===== config.mk =====
export PLATFORM = sky130hd
export DESIGN_NAME = execute_mdu
export DESIGN_NICKNAME = d
export VERILOG_FILES = /design/src/rtl/execute_mdu.sv
export SDC_FILE = /design/constraint.sdc
export NUM_CORES = 1
export LEC_CHECK = 0
export ABC_CLOCK_PERIOD_IN_PS = 6600
export CAP_MARGIN = 0
export CORE_MARGIN = 8
export CORE_UTILIZATION = 35
export DETAILED_ROUTE_END_ITERATION = 6
export PLACE_DENSITY_LB_ADDON = 0.25
export SLEW_MARGIN = 0
export SYNTH_ARGS = -nofsm -noshare
export SYNTH_HDL_FRONTEND = slang
export SYNTH_SLANG_ARGS = --single-unit

===== constraint.sdc =====
create_clock -name clk -period 6.6 [get_ports clk]
set_input_delay 1.32 -clock clk [delete_from_list [all_inputs] [get_ports clk]]
set_output_delay 1.32 -clock clk [all_outputs]
set_load 0.1 [all_outputs]

===== src/rtl/execute_mdu.sv =====
// Iterative multiply/divide unit for the execute stage: all eight RV M-extension ops
// on one shared shift-add / restoring-divide datapath, with single-cycle divide special cases.
module execute_mdu #(
  parameter int XLEN     = 32,
  parameter int MUL_BITS = 2,
  parameter int DIV_BITS = 1
) (
  input  logic            clk,
  input  logic            rst,
  input  logic            enable,
  input  logic            kill,
  input  logic [2:0]      op,
  input  logic [XLEN-1:0] rdata1,
  input  logic [XLEN-1:0] rdata2,
  output logic [XLEN-1:0] result,
  output logic            ready,
  output logic            busy
);

  localparam int CW = $clog2(XLEN) + 1;
  localparam int MW = XLEN + MUL_BITS;
  localparam logic [CW-1:0]   N_MUL   = CW'(XLEN / MUL_BITS);
  localparam logic [CW-1:0]   N_DIV   = CW'(XLEN / DIV_BITS);
  localparam logic [XLEN-1:0] MIN_NEG = {1'b1, {(XLEN-1){1'b0}}};

  typedef enum logic [1:0] {IDLE, CALC, FIX, DONE} state_t;

  function automatic logic [XLEN-1:0] neg_word(input logic [XLEN-1:0] v, input logic n);
    return n ? (~v + 1'b1) : v;
  endfunction

  function automatic logic [2*XLEN-1:0] neg_dword(input logic [2*XLEN-1:0] v, input logic n);
    return n ? (~v + 1'b1) : v;
  endfunction

  state_t            state, state_nxt;
  logic [2:0]        op_sel;
  logic              neg_res;
  logic [XLEN-1:0]   opb;
  logic [2*XLEN-1:0] prod;
  logic [XLEN:0]     rem;
  logic [CW-1:0]     cnt;

  logic            accept, is_div, a_signed, b_signed, a_neg, b_neg;
  logic            div_zero, div_ovf, special, neg_d;
  logic [XLEN-1:0] a_abs, b_abs, special_res;

  assign accept   = (state == IDLE) && enable && !kill;
  assign is_div   = op[2];
  assign a_signed = (op == 3'd1) || (op == 3'd2) || (op[2] && !op[0]);
  assign b_signed = (op == 3'd1) || (op[2] && !op[0]);
  assign a_neg    = a_signed && rdata1[XLEN-1];
  assign b_neg    = b_signed && rdata2[XLEN-1];
  assign a_abs    = neg_word(rdata1, a_neg);
  assign b_abs    = neg_word(rdata2, b_neg);
  assign div_zero = is_div && (rdata2 == '0);
  assign div_ovf  = op[2] && !op[0] && (rdata1 == MIN_NEG) && (&rdata2);
  assign special  = div_zero || div_ovf;
  // Remainder follows the dividend; quotient and products follow the operand sign product.
  assign neg_d    = (is_div && op[1]) ? a_neg : (a_neg ^ b_neg);

  always_comb begin
    special_res = '1;
    if (div_zero) special_res = op[1] ? rdata1 : '1;
    else          special_res = op[1] ? '0 : MIN_NEG;
  end

  logic [MW-1:0]     mul_sum;
  logic [2*XLEN-1:0] mul_nxt;
  assign mul_sum = MW'(prod[2*XLEN-1:XLEN]) + MW'(opb) * MW'(prod[MUL_BITS-1:0]);
  assign mul_nxt = {mul_sum, prod[XLEN-1:MUL_BITS]};

  // Dividend shifts out of prod's low word while quotient bits shift in behind it.
  logic [XLEN:0]   div_r;
  logic [XLEN-1:0] div_q;
  always_comb begin
    div_r = rem;
    div_q = prod[XLEN-1:0];
    for (int i = 0; i < DIV_BITS; i++) begin
      div_r = {div_r[XLEN-1:0], div_q[XLEN-1]};
      div_q = {div_q[XLEN-2:0], 1'b0};
      if (div_r >= {1'b0, opb}) begin
        div_r    = div_r - {1'b0, opb};
        div_q[0] = 1'b1;
      end
    end
  end

  logic [2*XLEN-1:0] prod_fix;
  logic [XLEN-1:0]   quo_fix, rem_fix, fix_res;
  always_comb begin
    prod_fix = neg_dword(prod, neg_res);
    quo_fix  = neg_word(prod[XLEN-1:0], neg_res);
    rem_fix  = neg_word(rem[XLEN-1:0], neg_res);
    case (op_sel)
      3'd0:             fix_res = prod_fix[XLEN-1:0];
      3'd1, 3'd2, 3'd3: fix_res = prod_fix[2*XLEN-1:XLEN];
      3'd4, 3'd5:       fix_res = quo_fix;
      default:          fix_res = rem_fix;
    endcase
  end

  always_ff @(posedge clk or negedge rst) begin
    if (!rst) state <= IDLE;
    else      state <= state_nxt;
  end

  always_comb begin
    state_nxt = state;
    case (state)
      IDLE:    if (accept) state_nxt = special ? DONE : CALC;
      CALC:    if (cnt == CW'(1)) state_nxt = FIX;
      FIX:     state_nxt = DONE;
      default: state_nxt = IDLE;
    endcase
    if (kill) state_nxt = IDLE;
  end

  always_ff @(posedge clk or negedge rst) begin
    if (!rst) begin
      op_sel  <= '0;
      neg_res <= 1'b0;
      opb     <= '0;
      prod    <= '0;
      rem     <= '0;
      cnt     <= '0;
      result  <= '0;
    end else if (accept) begin
      op_sel  <= op;
      neg_res <= neg_d;
      opb     <= b_abs;
      prod    <= {{XLEN{1'b0}}, a_abs};
      rem     <= '0;
      cnt     <= is_div ? N_DIV : N_MUL;
      if (special) result <= special_res;
    end else if (state == CALC) begin
      cnt <= cnt - CW'(1);
      if (op_sel[2]) begin
        prod[XLEN-1:0] <= div_q;
        rem            <= div_r;
      end else begin
        prod <= mul_nxt;
      end
    end else if ((state == FIX) && !kill) begin
      result <= fix_res;
    end
  end

  assign ready = (state == DONE) && !kill;
  assign busy  = (state != IDLE);

endmodule


After elaboration in Yosys (flattened, before gate mapping)
Index checks and enable logic that the tools add are counted.
Widths: inputs -> output; s select.

storage, ports and cells
  flip-flop bits (word level) = 172
  input bits = 71
  output and inout bits = 34
  word-level logic and storage cells = 104

cells by class
  add/subtract/negate cells = 8
  $mul = 1
  magnitude comparators = 1
  equal/unequal tests = 17
  muxes and demuxes = 31
  bitwise gates (word level) = 6
  reductions and logical operators = 31

operators by type and width
  kind                   count
  $mux 32                17
  $mux 64                3
  $add 32x1->32 const B  4
  $not 32->32            4
  $pmux 32 s3            1
  $add 64x1->64 const B  1
  $not 64->64            1
  $add 32x34->34         1
  $mul 32x2->34          1
  $ge 33x32->1           1
  $eq 32x32->1 const B   1
  $logic_not 32->1       1
  $reduce_and 32->1      1
  $sub 32x32->32         1
  $mux 6                 3
  $logic_and 1x1->1      11
  $eq 3x2->1 const B     3
  $mux 2                 4
  $reduce_bool 2->1      4
  $eq 3x1->1 const B     2
  $eq 3x3->1 const B     2
  $eq 6x1->1 const B     1
  $ne 3x3->1 const B     2
  $pmux 2 s3             1
  15 further kinds       24

Longest topological paths before layout
  depth after elaboration = 9
  mapped depth = 15
  gate-level depth less buffers = 14

Least setup slack after synthesis
OpenSTA, ideal clock, no wires.

  kind = input to output
  from = input kill
  to = output ready
  data arrival time = 2655 ps
  path slack = 2625 ps
  stages on the path = 1
  buffers on the path = 0
  path through = nor2b_1

between the ends
  longest elaborated chain between the ends = 2

RTL lines
  what                RTL line  source
  start: declaration  11        input logic kill,
  $logic_not 1->1     149       assign ready = (state == DONE) && !kill;
  $logic_and 1x1->1   149
  end: declaration    16        output logic ready,

Every way passes these cells.

Worst setup path after layout
  from = input rdata2[13]
  to = register result[7]

between the ends
  longest elaborated chain between the ends = 5
  elaborated cells on any way between the ends = 10
  classes of those cells = eq/ne (1); mux (3); reduce/logical (6)

RTL lines
  what                                                                 RTL line  source
  start: declaration                                                   14        input logic [XLEN-1:0] rdata2,
  $logic_not 32->1 / $reduce_and 32->1 (equally long branches)         56, 57
  $logic_and 1x1->1 (on tied branches)                                 56, 57
  $logic_or 1x1->1 / $mux 32 (equally long branches)                   58, 64
  $ne 2x1->1 (no source line) / $mux 32 (equally long branches)        --
  $reduce_and 3->1 (no source line) / $mux 32 (equally long branches)  --
  end signal: assignment                                               135       if (special) result <= special_res;
  end signal: assignment                                               145       result <= fix_res;
  end: declaration                                                     15        output logic [XLEN-1:0] result,

Parallel ways exist; a longest one is shown, timed or not. The select of a mux whose other input is x is not followed.
A chain may end at the register's enable or synchronous reset.

==> results.ini <==
[status]
status = finished, final reports clean

[drt]
antenna_left = 0
routed_wl_microns = 64400
vias = 16951
wl_per_cell_microns = 22.8
firstDrtPassIters = 7
drt_iter0_drc = 1932
drc = 0
avgViaCountPerCell = 5.99

[synthesis]
syn_avg_cell_area_sq_um = 7.68
synthCells = 2200
synth_top_flop_cell = dfrtp_1
synth_area_leader_cell = dfrtp_1
synthArstFlopShare_pct = 100
ys_seq_elements = 172
synth_enable_flop_cells = 0
synth_top_cell_area_share_pct = 25.5
synth_seq_area_share_pct = 25.5
ys_warn_count = 0
synthDistinctLibCells = 80
synth_area_leaders = dfrtp_1, nand2_1, o21ai_0
synth_nets = 2381
synth_area_sq_mm = 0.0169

[setup_path]
cp.depth = 8
slowest_stage = nor4b_1
path_cells = clkdlybuf4s50_1, or3_1, nor4b_1, nand4b_1, o32ai_1, o211ai_1, o21bai_1, o31ai_1
cp-end-kind = register
slowest_delay_ns = 0.63
critPathLaunch = rdata2[13]
start_kind = primary input
worst-r2r-setup-slack_ns = 2.19
worstPathMaxFanout = 14
path_class = in2reg
r2r_cells = 13
crit_required_ns = 6.99
cpLargestDelayFamily = simple AND/OR/NAND/NOR gates
cp-endpoint = result[7]
cp_num_buf_inv = 1
r2r-start = prod[0]
critPathArrivalTime_ns = 4.92
r2r_end = prod[62]

[pwr]
pwr-share-comb_pct = 68.0
pwr-share-clk_pct = 9.9
p_seq_share_pct = 22.1
internal-power_w = 0.00445
power_density_mw_per_mm2 = 550
totalPowerFinal_w = 0.0104
sw_frac_of_total_pct = 57.2
power_leakage_nw = 7.99
vdd_drop_max_v = 0.000284
p_sw_w = 0.00595

[timing]
fin_crit_ns = 4.53
setup_tns_ns = 0
tightest_slew_ns = 1.30
timing.final.crit_share_pct = 68.6
slew_headroom_pct = 13.4
setup_viol = 0
slew_violations = 0
fin_hold_ws_ns = 0.484
rsz0062_at_grt = false
finalHoldViolations = 0
fin_ws_ns = 2.07
max_freq_mhz = 221
clock_skew_ns = 0.0138

[floorplanning]
row_count = 80
start_util_pct = 35.4
io_pins = 105
fp.dieH_microns = 236
core_sq_mm = 0.0476
die_w_microns = 236
dieArea_sq_mm = 0.0555

[placed_design]
place_area_sq_mm = 0.0183
dp.final_hpwl_microns = 49800
io_buffer_count = 104
place_congestion = 0.962
dp_worst_setup_slack_ns = 1.69

[clock_network]
cts_buffers = 17
clk_pin_slew_ns = 0.08
cts-root-buf = clkbuf_16
cts.sinks = 172
cts.hold.buffers_added = 0
tritoncts = done
ctsHtreeMaxLevel = 4
post_cts_resized = 0
cts_buffer_depth = 2
postCtsSetupRepairBufs = 0
insertion_delay_ns = 0.50

[finish]
fin_nets = 2381
seq_area_sq_mm = 0.00431
layout_commonest_cell = nand2_1
multi_input_area_sq_mm = 0.0114
final_cell_mix = nand2_1, o21ai_0, dfrtp_1
syn2layout_area_growth_pct = 12.0
n_fill_cell = 4964
final_area_sq_mm = 0.0189
drive_gt1_share_pct = 4.25
insertedDiodeCount = 0

[grt]
grt_pass1_wl_microns = 98200
grt_usage_pct = 22.6
grt_busiest_layer = met2
gr-total-overflow = 0
grt_max_degree = 90
grtUsageMet2_pct = 35.0
grtUsageMet1_pct = 30.8
grt_pass1_vias = 16001
met3_usage_pct = 4.34
antenna_found_initial = 0

[worst_hold_path]
hold_class = reg2reg

[run]
maxCapViolations = 0

## flip-flops by register name, indices dropped and copies added, names as in the netlist
signal and cells:
neg_res 1, op_sel 3, opb 32, state 2
prod 64, cnt 6, rem 32, result 32
## how the worst min path moves through the flow
stage,cells past startpoint,endpoint,start,slack (ns)
after floorplan,2,opb[0],opb[0],0.48
after global placement,2,result[2],result[2],0.46
after detailed placement,2,result[10],result[10],0.47
after CTS,2,result[10],result[10],0.49
after global routing,2,result[31],result[31],0.53
final,2,result[10],result[10],0.48
## cell usage after synthesis (7+ instances only)
cell      count
xor2_1       80
o311ai_0      9
and3_1       11
o21bai_1      9
o211ai_1     39
a32oi_1      15
o21a_1       11
buf_1        20
dfrtp_1     172
nor2_1      118
a21o_1       26
xnor2_1      93
mux2i_1      40
nand3_1      89
ha_1         77
or3_1        18
or2_2         8
nand2_1     297
nor2b_1      23
or4_1        19
o21ai_0     196
a31oi_1      20
o31ai_1      54
a211oi_1     24
nor3_1       55
inv_1       165
a21oi_1     109
nand4_1      24
o221ai_1     10
o41ai_1      16
clkbuf_1    116
fa_1         33
nand2b_1     22
and2_1       13
o22ai_1       7
nor4_1       24
a221oi_1      8
## through the flow
| step | std cells | util, % |
|---|---|---|
| 2_1_floorplan | 2200 | - |
| 3_3_place_gp | 2796 | 38.5 |
| 3_5_place_dp | 2796 | 38.5 |
| 4_1_cts | 2828 | 39.7 |
| 5_1_grt | 2828 | 39.7 |
| 6_report | 2828 | 39.7 |
## cell families after synthesis
| family | count (synthesis) | synth area share (%) |
|---|---|---|
| buffers and inverters | 307 | 6.90 |
| XOR/XNOR | 173 | 8.97 |
| multiplexers | 43 | 2.57 |
| AO/OA/AOI/OAI | 630 | 24.4 |
| adder cells (fa/ha/maj) | 110 | 9.62 |
| flip-flops | 172 | 25.5 |
| AND/OR/NAND/NOR | 765 | 22.1 |
## layout make-up
type                            instances  area share (%)
Clock buffer                           23            2.53
Timing Repair Buffer                  123            6.33
Tap cell                              615            4.07
Multi-Input combinational cell       1721            60.6
Inverter                              165            3.28
Sequential cell                       172            22.8
Clock inverter                          9           0.457
## power by group through the flow
stage	Combinational, W	Sequential (W)	Clock (W)
after global placement	0.00686	0.00228	0
after global routing	0.00770	0.00235	0.00109
final	0.00707	0.00230	0.00103
after CTS	0.00698	0.00228	0.00105
after floorplan	0.00476	0.00233	0
after detailed placement	0.00695	0.00229	0
## routing by layer
layer | part of all wire [%] | up-vias | routed length (microns)
met3 | 7.3 | 110 | 4680
met2 | 44 | 729 | 28400
li1 | - | 7884 | -
met4 | 3.7 | 0 | 2420
met1 | 45 | 8228 | 29000
met5 | 0 | - | 0
## worst min-delay path: stages, from the launching register on
cell and delay, ns:
dfrtp_1 0.34, nand2_1 0.05, o31ai_1 0.06
No activity file was read; power rests on OpenSTA's default activity.
